$ cat src/rtl/fan_pwm_decoder.sv
// fan_pwm_decoder: recovers the 8-bit duty word from a single-wire PWM stream.
// The line is synchronised, then high time and rise-to-rise period are measured.
// Each complete frame publishes its duty, a period check and a lock flag.
// A line that stays constant for TIMEOUT cycles is reported as stuck, with
// speed_out showing the level it is stuck at.
//
// Output handshake: speed_valid is a one-cycle strobe with no back-pressure.
// speed_out, period_err, locked and stuck are valid in the strobe cycle and
// hold their values until the next strobe.
module fan_pwm_decoder #(
    parameter int PERIOD      = 256,
    parameter int TOL         = 2,
    parameter int SYNC_STAGES = 2,
    parameter int TIMEOUT     = 2 * PERIOD
) (
    input  logic       clk,
    input  logic       arst,
    input  logic       pwm_in,
    output logic [7:0] speed_out,
    output logic       speed_valid,
    output logic       period_err,
    output logic       locked,
    output logic       stuck
);

    // Counters are one bit wider than TIMEOUT needs, so they can saturate
    // above the timeout value and never wrap.
    localparam int            CW       = $clog2(TIMEOUT) + 1;
    localparam logic [CW-1:0] CNT_MAX  = '1;
    localparam logic [CW-1:0] CNT_ONE  = CW'(1);
    localparam logic [CW-1:0] TO_LIM   = CW'(TIMEOUT);
    localparam logic [CW-1:0] HI_LIM   = CW'(PERIOD + TOL);
    localparam logic [CW-1:0] LO_LIM   = (PERIOD > TOL) ? CW'(PERIOD - TOL) : '0;
    localparam logic [CW-1:0] SPD_MAX  = CW'(255);

    typedef enum logic [1:0] {
        HUNT = 2'd0,
        HIGH = 2'd1,
        LOW  = 2'd2
    } state_t;

    logic [SYNC_STAGES-1:0] sync_q, sync_d;
    logic                   pwm_d_q, pwm_d_d;
    logic                   pwm_s, rise, fall;

    state_t                 state_q, state_d;
    logic [CW-1:0]          per_cnt_q, per_cnt_d;
    logic [CW-1:0]          high_cnt_q, high_cnt_d;
    logic [CW-1:0]          per_inc, high_inc;
    logic                   meas_err;

    logic [7:0]             speed_q, speed_d;
    logic                   valid_q, valid_d;
    logic                   perr_q, perr_d;
    logic                   locked_q, locked_d;
    logic                   stuck_q, stuck_d;

    assign pwm_s = sync_q[SYNC_STAGES-1];
    assign rise  = pwm_s & ~pwm_d_q;
    assign fall  = ~pwm_s & pwm_d_q;

    // Saturating increments: a counter parked at all-ones stays there.
    assign per_inc  = (per_cnt_q == CNT_MAX) ? per_cnt_q : per_cnt_q + CNT_ONE;
    assign high_inc = (high_cnt_q == CNT_MAX) ? high_cnt_q : high_cnt_q + CNT_ONE;

    // Period is judged on the count accumulated up to the cycle before the rise.
    assign meas_err = (per_cnt_q > HI_LIM) || (per_cnt_q < LO_LIM);

    // Shift the raw line through the synchroniser and keep a one-cycle delayed copy for edge detection.
    always_comb begin
        sync_d  = {sync_q[SYNC_STAGES-2:0], pwm_in};
        pwm_d_d = pwm_s;
    end

    // Measurement state machine: counts, edge handling, publication and timeout.
    always_comb begin
        state_d    = state_q;
        per_cnt_d  = per_inc;
        high_cnt_d = high_cnt_q;
        speed_d    = speed_q;
        valid_d    = 1'b0;
        perr_d     = perr_q;
        locked_d   = locked_q;
        stuck_d    = stuck_q;

        if (rise) begin
            // A rise always beats a coincident timeout. Only a rise that closes
            // a full HIGH+LOW frame publishes; the first rise after HUNT does not.
            if (state_q == LOW) begin
                speed_d  = (high_cnt_q > SPD_MAX) ? 8'hFF : high_cnt_q[7:0];
                perr_d   = meas_err;
                locked_d = ~meas_err;
                stuck_d  = 1'b0;
                valid_d  = 1'b1;
            end
            per_cnt_d  = CNT_ONE;
            high_cnt_d = CNT_ONE;
            state_d    = HIGH;
        end else if (per_cnt_q == TO_LIM) begin
            // Line has been constant too long: report its level and start hunting again.
            speed_d   = pwm_s ? 8'hFF : 8'h00;
            stuck_d   = 1'b1;
            locked_d  = 1'b0;
            perr_d    = 1'b0;
            valid_d   = 1'b1;
            per_cnt_d = CNT_ONE;
            state_d   = HUNT;
        end else begin
            case (state_q)
                HIGH: begin
                    if (pwm_s) begin
                        high_cnt_d = high_inc;
                    end
                    if (fall) begin
                        state_d = LOW;
                    end
                end
                default: begin
                end
            endcase
        end
    end

    // All state and output registers; reset discards any partial frame.
    always_ff @(posedge clk) begin
        if (arst) begin
            sync_q     <= '0;
            pwm_d_q    <= 1'b0;
            state_q    <= HUNT;
            per_cnt_q  <= '0;
            high_cnt_q <= '0;
            speed_q    <= 8'h00;
            valid_q    <= 1'b0;
            perr_q     <= 1'b0;
            locked_q   <= 1'b0;
            stuck_q    <= 1'b0;
        end else begin
            sync_q     <= sync_d;
            pwm_d_q    <= pwm_d_d;
            state_q    <= state_d;
            per_cnt_q  <= per_cnt_d;
            high_cnt_q <= high_cnt_d;
            speed_q    <= speed_d;
            valid_q    <= valid_d;
            perr_q     <= perr_d;
            locked_q   <= locked_d;
            stuck_q    <= stuck_d;
        end
    end

    assign speed_out   = speed_q;
    assign speed_valid = valid_q;
    assign period_err  = perr_q;
    assign locked      = locked_q;
    assign stuck       = stuck_q;

endmodule
$ cat config.mk
export PLATFORM = sky130hd
export DESIGN_NAME = fan_pwm_decoder
export DESIGN_NICKNAME = d
export VERILOG_FILES = /design/src/rtl/fan_pwm_decoder.sv
export SDC_FILE = /design/constraint.sdc
export NUM_CORES = 1
export LEC_CHECK = 0
export ABC_AREA = 1
export BUFFER_PORTS_ARGS = -buffer_cell sky130_fd_sc_hd__buf_2
export CORE_UTILIZATION = 53
export CTS_CLUSTER_SIZE = 30
export DETAILED_ROUTE_END_ITERATION = 8
export GPL_ROUTABILITY_DRIVEN = 0
export PLACE_DENSITY = 0.74
export SLEW_MARGIN = 20
export SYNTH_ARGS = -nofsm -noshare
export SYNTH_HDL_FRONTEND = slang
export SYNTH_SLANG_ARGS = --single-unit
$ cat constraint.sdc
create_clock -name clk -period 1.4 [get_ports clk]
set_clock_uncertainty 0.1 [all_clocks]
set_input_delay 0.14 -clock clk [delete_from_list [all_inputs] [get_ports clk]]
set_output_delay 0.14 -clock clk [all_outputs]
set_load 0.05 [all_outputs]
Word level (Yosys, flattened, before mapping):

Index checks and enable logic that the tools add are counted.

* add/sub/neg operators: 2
* reduce and logical (&&, ||, !) cells: 13
* equal/unequal tests: 9
* muxes and demuxes: 28
* order comparisons: 3
* bitwise operators: 7

Operator list (count)
* $mux W8: 5
* $eq A10 B10 Y1 const B: 3
* $mux W1: 23
* $add A10 B1 Y10 const B: 2
* $gt A10 B8 Y1 const B: 1
* $gt A10 B9 Y1 const B: 1
* $lt A10 B8 Y1 const B: 1
* $reduce_and A4 Y1: 2
* $reduce_and A2 Y1: 3
* $reduce_bool A2 Y1: 3
* $reduce_bool A3 Y1: 2
* $not A1 Y1: 5
* $ne A2 B2 Y1 const B: 2
* $ne A3 B2 Y1 const B: 1
* $reduce_or A3 Y1: 1
* $and A1 B1 Y1: 2
* $eq A2 B1 Y1 const B: 1
* $eq A2 B2 Y1 const B: 1
* $ne A2 B1 Y1 const B: 1
* $reduce_or A2 Y1: 1
* $logic_or A1 B1 Y1: 1

* logic and storage cells: 75
* input bits: 3
* bits in registers: 37

Depth between registers and ports, before layout:

Gate-level depths: netlist (run 1).

* word-level depth: 6
* mapped depth: 10
* gate-level depth less buffers: 10

Worst setup path after synthesis (run 1):

No wires, ideal clock.

* kind: register to register
* from: register sync_q[1]
* to: register speed_q[0] (netlist: speed_out[0])
* period minus slack after synthesis: 1480 ps
* required time: 1168 ps
* path buffers: 1
* stages on the path, launching flop included: 8
* arrival: 1248 ps
* setup slack: -80 ps
* cells stage by stage: dfxtp_1 ha_1 inv_2 nor3_1 inv_2 buf_6 nand3_1 a21oi_1

* cells in the longest elaborated chain, start to end: 3
* elaborated cells between the ends (all ways): 7

RTL lines
* start: declaration: line 42 `logic [SYNC_STAGES-1:0] sync_q, sync_d;`
* start signal: assignment: line 138 `sync_q <= sync_d;`
* $and A1 B1 Y1 *: line 59 `assign rise = pwm_s & ~pwm_d_q;`
* named net rise: line 44 `logic pwm_s, rise, fall;`
* $ne A2 B1 Y1 (no line) / $reduce_bool A2 Y1 (equally long branches)
* $reduce_and A2 Y1 (no line)
* end signal: assignment: line 143 `speed_q <= speed_d;`
* end: declaration: line 52 `logic [7:0] speed_q, speed_d;`

The timed path passes the listed nets; every way through them passes the cells marked *. The select of a mux whose other input is x is not followed.
A chain may end at the register's enable or synchronous reset.

Final worst setup path (run 1):

* from: register sync_q[1]
* to: register speed_q[6] (netlist: speed_out[6])

The elaborated chain is that of the path after synthesis.

==> flow_summary_export.csv, run 1 <==
group,metric,value,unit
sta,rsz0062_at_grt,"yes",
grt,grt_pass1_wl,9010,um
detailed_routing,vias_per_cell,5.75,
logic_synthesis,synth_nets,278,
cells_and_area,final_common_cell,"nand2_1",
cells_and_area,final_layout_size_suffix_gt1_share,43.8,%
worst_setup_path,rrSetupSlack,-0.23,ns
logic_synthesis,synth.top_cells.by_area,"dfxtp_1, nand2_1, a21oi_1, nand3_1, inv_1",
placed_design,port_buffers,14,
sta,setup_viol,25,
worst_setup_path,crit_path_start_kind,"register",
cells_and_area,final_util,84.7,%
power,p_leak,1.23,nW
die,ios,15,
sta,tightest_slew,0.358,ns
cells_and_area,mostFrequentLayoutCells,"nand2_1, buf_4, a21oi_1",
worst_setup_path,crit_path_start,"sync_q[1]",
worst_setup_path,required,1.50,ns
clock_tree,clockBufferDepth,2,
die,num_rows,21,
grt,first_global_vias,1988,
clock_tree,cts.clk_slew.worst_paths,0.08,ns
die,die_w,62.8,um
sta,fin_crit,1.63,ns
cells_and_area,nNetsFinal,341,
logic_synthesis,ys_warn_count,0,
grt,grt_overflow_total,0,
grt,track_usage,29.5,%
placed_design,place_hpwl,3250,um
die,coreArea,3440,um^2
clock_tree,cts-root-buf,"clkbuf_8",
detailed_routing,drt_pass1_iterations,4,
placed_design,placed_cell_area,2330,um^2
clock_tree,numCtsBuffers,5,
worst_setup_path,endpoint_kind,"register",
worst_setup_path,reg2reg_from,"sync_q[1]",
die,die-area,3950,um^2
clock_tree,htreeDepth,2,
sta,relSlewSlack,76.0,%
logic_synthesis,synth_cells,269,
clock_tree,tritoncts,"yes",
hold_path,hp-class,"reg -> reg",
detailed_routing,num_vias,2179,
sta,finalMaxSlewViolations,0,
logic_synthesis,synth_cell_types,30,
clock_tree,cts_sinks,37,
grt,grt_max_degree,14,
logic_synthesis,async_flop_share,0,%
die,initial_core_util,57.0,%
detailed_routing,wl,6470,um
outcome,status,"finished with violations",
grt,antenna_found_initial,0,
power,power_density,783,nW/um^2
clock_tree,clk_latency,0.30,ns
cells_and_area,syn2layout_area_growth,48.8,%
worst_setup_path,critical_path_class,"reg -> reg",
detailed_routing,drt-initial-drc-count,189,
logic_synthesis,yosysTopAreaCell,"dfxtp_1",
hold_path,hp-start,"sync_q[0]",
detailed_routing,wl_per_cell,17.1,um
sta,fmax,0.614,GHz
logic_synthesis,synthFlopType,"dfxtp_1",
cells_and_area,design_area,2920,um^2
outcome,violations,"negative setup slack",
power,ir_worst_vdd,0.707,mV
detailed_routing,drtAntennaViolNets,0,
detailed_routing,drc_errors,0,
logic_synthesis,ys_ff_latch,37,
logic_synthesis,synth_top_area_share,37.8,%
logic_synthesis,avgSynthCellArea,7.29,um^2
logic_synthesis,synth_edf_count,0,
worst_setup_path,crit_fanout,6,
worst_setup_path,crit_arrival,1.73,ns
logic_synthesis,synth_area,1960,um^2
sta,layout_setup_ws,-0.228,ns
die,die_y,62.8,um
logic_synthesis,yosysSeqAreaShare,37.8,%
sta,hold_viol,0,
sta,min_period_over_period,116,%
run,drv_cap,0,
cells_and_area,n_antenna_cell,0,
cell families after synthesis:
group | count (synthesis) | synth area share, %
simple gates | 134 | 33.4
xor+xnor | 8 | 3.57
fa+ha+maj | 6 | 3.83
buf+inv | 36 | 8.04
flops | 37 | 37.8
compound gates | 48 | 13.3
per-layer routing:
layer	global-route usage, %	share of wire (%)	up-vias
met2	50.0	49	92
met5	0	0	-
met3	5.84	5.4	21
met1	36.1	43	1049
li1	-	-	1017
met4	12.5	3.2	0
what timing repair did:
| action | in CTS | in global routing |
|---|---|---|
| gates resized for setup | 34 | 59 |
| cloned | 5 | 0 |
| buffers inserted | 1 | 6 |
| hold buffers | 2 | 0 |
| pin swaps | 10 | 19 |
| setup endpoints to repair | 34 | 33 |
| hold endpoints to repair | 3 | 0 |
layout make-up:
type | count | area (um^2)
inverter | 30 | 128
sequential | 37 | 767
fill | 169 | 526
clock buffer | 6 | 82.6
timing repair inverter | 1 | 7.51
clock inverter | 2 | 37.5
timing repair buffer | 57 | 444
tap | 46 | 57.6
multi-input combinational | 200 | 1390
flip-flops by register name, indices dropped and copies added, names as in the netlist:
register     flops
speed_out        8
pwm_d_q          1
state_q          2
high_cnt_q      10
per_cnt_q       10
locked           1
sync_q           2
speed_valid      1
period_err       1
stuck            1
critical path, cell delays in order (launching register included):
cell	delay, ns
dfxtp_2	0.38
ha_4	0.17
inv_4	0.06
nor3_4	0.33
clkinvlp_4	0.26
nand3_1	0.15
a21oi_1	0.07
through the flow:
stage	worst slack [ns]	instances	TNS, ns	power, mW	hold slack (ns)
CTS	-0.0216	374	-0.108	2.23	0.304
finish	-0.228	379	-2.56	2.28	0.308
detailed placement	-0.135	358	-2.28	1.23	0.259
global placement	-0.0793	358	-1.11	1.23	0.240
global route	-0.268	379	-3.93	2.33	0.331
floorplan	0.0145	269	0	1.18	0.147
power by group:
part	internal [mW]	switching, mW	total [mW]	leakage (nW)
Sequential	1.06	0.0107	1.07	0.307
Combinational	0.0844	0.121	0.205	0.869
Clock	0.580	0.428	1.01	0.0574
Total	1.73	0.559	2.28	1.23
final timing paths:
kind             endpoint  cells past startpoint
max          speed_out[6]                      6
min             sync_q[1]                      2
max reg2reg  speed_out[6]                      6
min reg2reg     sync_q[1]                      2
cell usage after synthesis (all sizes together), types with 2 or more instances:
master  instances
nor3            3
clkbuf          2
nand4           4
xor2            7
buf             4
nand2          71
ha              6
dfxtp          37
a21oi          28
inv            29
nand3          31
o21ai          14
a31oi           4
nor2           23
Note: power is estimated with default switching activity, not from simulation.
==> run 2, diff against run 1 <==
Settings changed: ABC_AREA 1 to unset, CORE_UTILIZATION 53 to 52.
==> run 2 against run 1 <==
The run still ends with negative setup slack left. Synthesized area fell by 13%. Core utilization is 2.7 points lower. Non-clock buffer count increased by 10. Sequential share of layout area increased by 3.3 points. Critical path depth up 1. Wire length shrank 12%. Sequential power is essentially flat. Critical path type unchanged.
==> flow_summary_export.csv, run 2 <==
group,metric,value,unit
detailed_routing,drc_errors,0,
logic_synthesis,synth_edf_count,0,
logic_synthesis,synth_cell_types,36,
die,initial_core_util,55.2,%
logic_synthesis,synth_cells,205,
clock_tree,clockBufferDepth,2,
clock_tree,cts.clk_slew.worst_paths,0.11,ns
sta,fin_hold_ws,0.0889,ns
logic_synthesis,ys_ff_latch,37,
worst_setup_path,crit_fanout,6,
clock_tree,tritoncts,"yes",
cells_and_area,nNetsFinal,282,
cells_and_area,instances_no_fill,317,
sta,fin_crit,2.09,ns
sta,rsz0062_at_grt,"yes",
die,die_y,59.1,um
cells_and_area,final_layout_size_suffix_gt1_share,44.3,%
die,ios,15,
detailed_routing,wl_per_cell,18.0,um
worst_setup_path,critical_path_class,"reg -> reg",
sta,relSlewSlack,61.9,%
logic_synthesis,yosysTopAreaCell,"dfxtp_1",
hold_path,hp-class,"in -> reg",
placed_design,port_buffers,14,
cells_and_area,mostFrequentLayoutCells,"buf_4, dfxtp_1, nand2_1",
outcome,status,"finished with violations",
outcome,violations,"negative setup slack",
logic_synthesis,async_flop_share,0,%
detailed_routing,drtAntennaViolNets,0,
sta,min_period_over_period,149,%
logic_synthesis,synthTopCellsByCount,"dfxtp_1, nand2_1, nor2_1, a21oi_1",
logic_synthesis,synth_area,1700,um^2
logic_synthesis,avgSynthCellArea,8.28,um^2
detailed_routing,drt_pass1_iterations,5,
worst_setup_path,endpoint_kind,"register",
power,ir_worst_vdd,0.779,mV
logic_synthesis,yosysSeqAreaShare,43.6,%
sta,layout_setup_ws,-0.685,ns
detailed_routing,num_vias,1950,
die,die_w,59.1,um
logic_synthesis,synth.top_cells.by_area,"dfxtp_1, nand2_1, nor2_1, ha_1, a21oi_1",
grt,antenna_found_initial,0,
logic_synthesis,yosysMostFrequentCell,"dfxtp_1",
grt,first_global_vias,1654,
sta,setup_viol,34,
detailed_routing,vias_per_cell,6.15,
placed_design,place_hpwl,3150,um
clock_tree,clk_latency,0.36,ns
grt,track_usage,28.4,%
clock_tree,cts_sinks,37,
power,p_leak,1.02,nW
logic_synthesis,synth_nets,214,
die,die-area,3500,um^2
clock_tree,numCtsBuffers,5,
clock_tree,cts-root-buf,"clkbuf_4",
worst_setup_path,crit_arrival,2.29,ns
grt,grt_pass1_wl,7380,um
detailed_routing,drt-initial-drc-count,230,
sta,tightest_slew,0.567,ns
cells_and_area,final_common_cell,"buf_4",
cells_and_area,n_antenna_cell,0,
die,coreArea,3080,um^2
cells_and_area,design_area,2530,um^2
run,drv_cap,0,
worst_setup_path,crit_path_start_kind,"register",
grt,grt_overflow_total,0,
power,power_density,738,nW/um^2
die,num_rows,20,
grt,grt_max_degree,23,
sta,fmax,0.480,GHz
sta,hold_viol,0,
cells_and_area,syn2layout_area_growth,48.8,%
worst_setup_path,required,1.60,ns
logic_synthesis,synth_top_area_share,43.6,%
placed_design,placedCellCount,297,
logic_synthesis,synthFlopType,"dfxtp_1",
detailed_routing,wl,5720,um
clock_tree,htreeDepth,2,
sta,finalMaxSlewViolations,0,
placed_design,placed_cell_area,2110,um^2
logic_synthesis,ys_warn_count,0,
[run 2: cell types whose count changed after synthesis, sizes merged, moves of 6 or more]
cell / before / now
a21oi: 28 / 13
a31oi: 4 / 10
inv: 29 / 7
nand2: 71 / 27
nand3: 31 / 6
[run 2: kinds of logic (layout without fill, tap and decap cells)]
family	count (synthesis)	after routing	synth area share [%]
fa+ha+maj	6	6	4.42
xor+xnor	8	8	4.13
mux	4	4	2.36
compound gates	41	41	14.5
buf+inv	15	81	3.39
simple gates	94	96	27.6
flops	37	37	43.6
[run 2: repair_timing]
action / CTS / global route
hold buffers: 1 / 0
gates resized for setup: 32 / 23
cloned: 2 / 0
setup endpoints to repair: 34 / 34
pin swaps: 26 / 21
hold endpoints to repair: 1 / 0
setup buffers: 6 / 4
[run 2: worst paths after layout]
check                                  start            end  slack, ns  depth (start not counted)
worst min register to register     sync_q[0]      sync_q[1]       0.36                          1
worst min-delay path                    arst  high_cnt_q[3]       0.09                          4
worst max register to register  per_cnt_q[1]  high_cnt_q[7]      -0.69                          7
worst max-delay path            per_cnt_q[1]  high_cnt_q[7]      -0.69                          7
[run 2: per-layer routing]
layer	part of all wire, %	up-vias	GRT usage, %
li1	-	861	-
met1	39	935	35.5
met2	49	132	48.2
met3	8.9	22	6.55
met4	3.1	0	9.18
met5	0	-	0
[run 2: cell type report]
cell class,count,area [um^2]
flip-flops and latches,37,747
clock buffers,6,51.3
clock inverters,1,7.51
fillers,164,552
inverters,7,26.3
well taps,44,55.1
repair buffers,67,489
multi-input cells,155,1150
[run 2: critical path, stage by stage (launching register included)]
cell and delay (ns):
dfxtp_2 0.36, inv_2 0.05, ha_4 0.15, nand3b_1 0.21, o31ai_4 0.10, or3_4 0.42, or4_1 0.50, a21oi_2 0.15
[run 2: through the flow]
stage / power (mW) / utilization, % / setup WS, ns / setup TNS (ns)
global route: 1.92 / 82.1 / -0.751 / -16.95
detailed placement: 1.23 / 68.7 / -0.608 / -16.35
global placement: 1.22 / 68.7 / -0.529 / -14.42
finish: 1.86 / 82.1 / -0.685 / -15.40
CTS: 1.83 / 77.6 / -0.582 / -13.72
floorplan: 1.16 / - / -0.593 / -12.69
[run 2: power breakdown]
| part | switching, mW | internal (mW) |
|---|---|---|
| clock network | 0.367 | 0.235 |
| registers | 0.00912 | 1.07 |
| logic | 0.105 | 0.0838 |
| total | 0.480 | 1.38 |
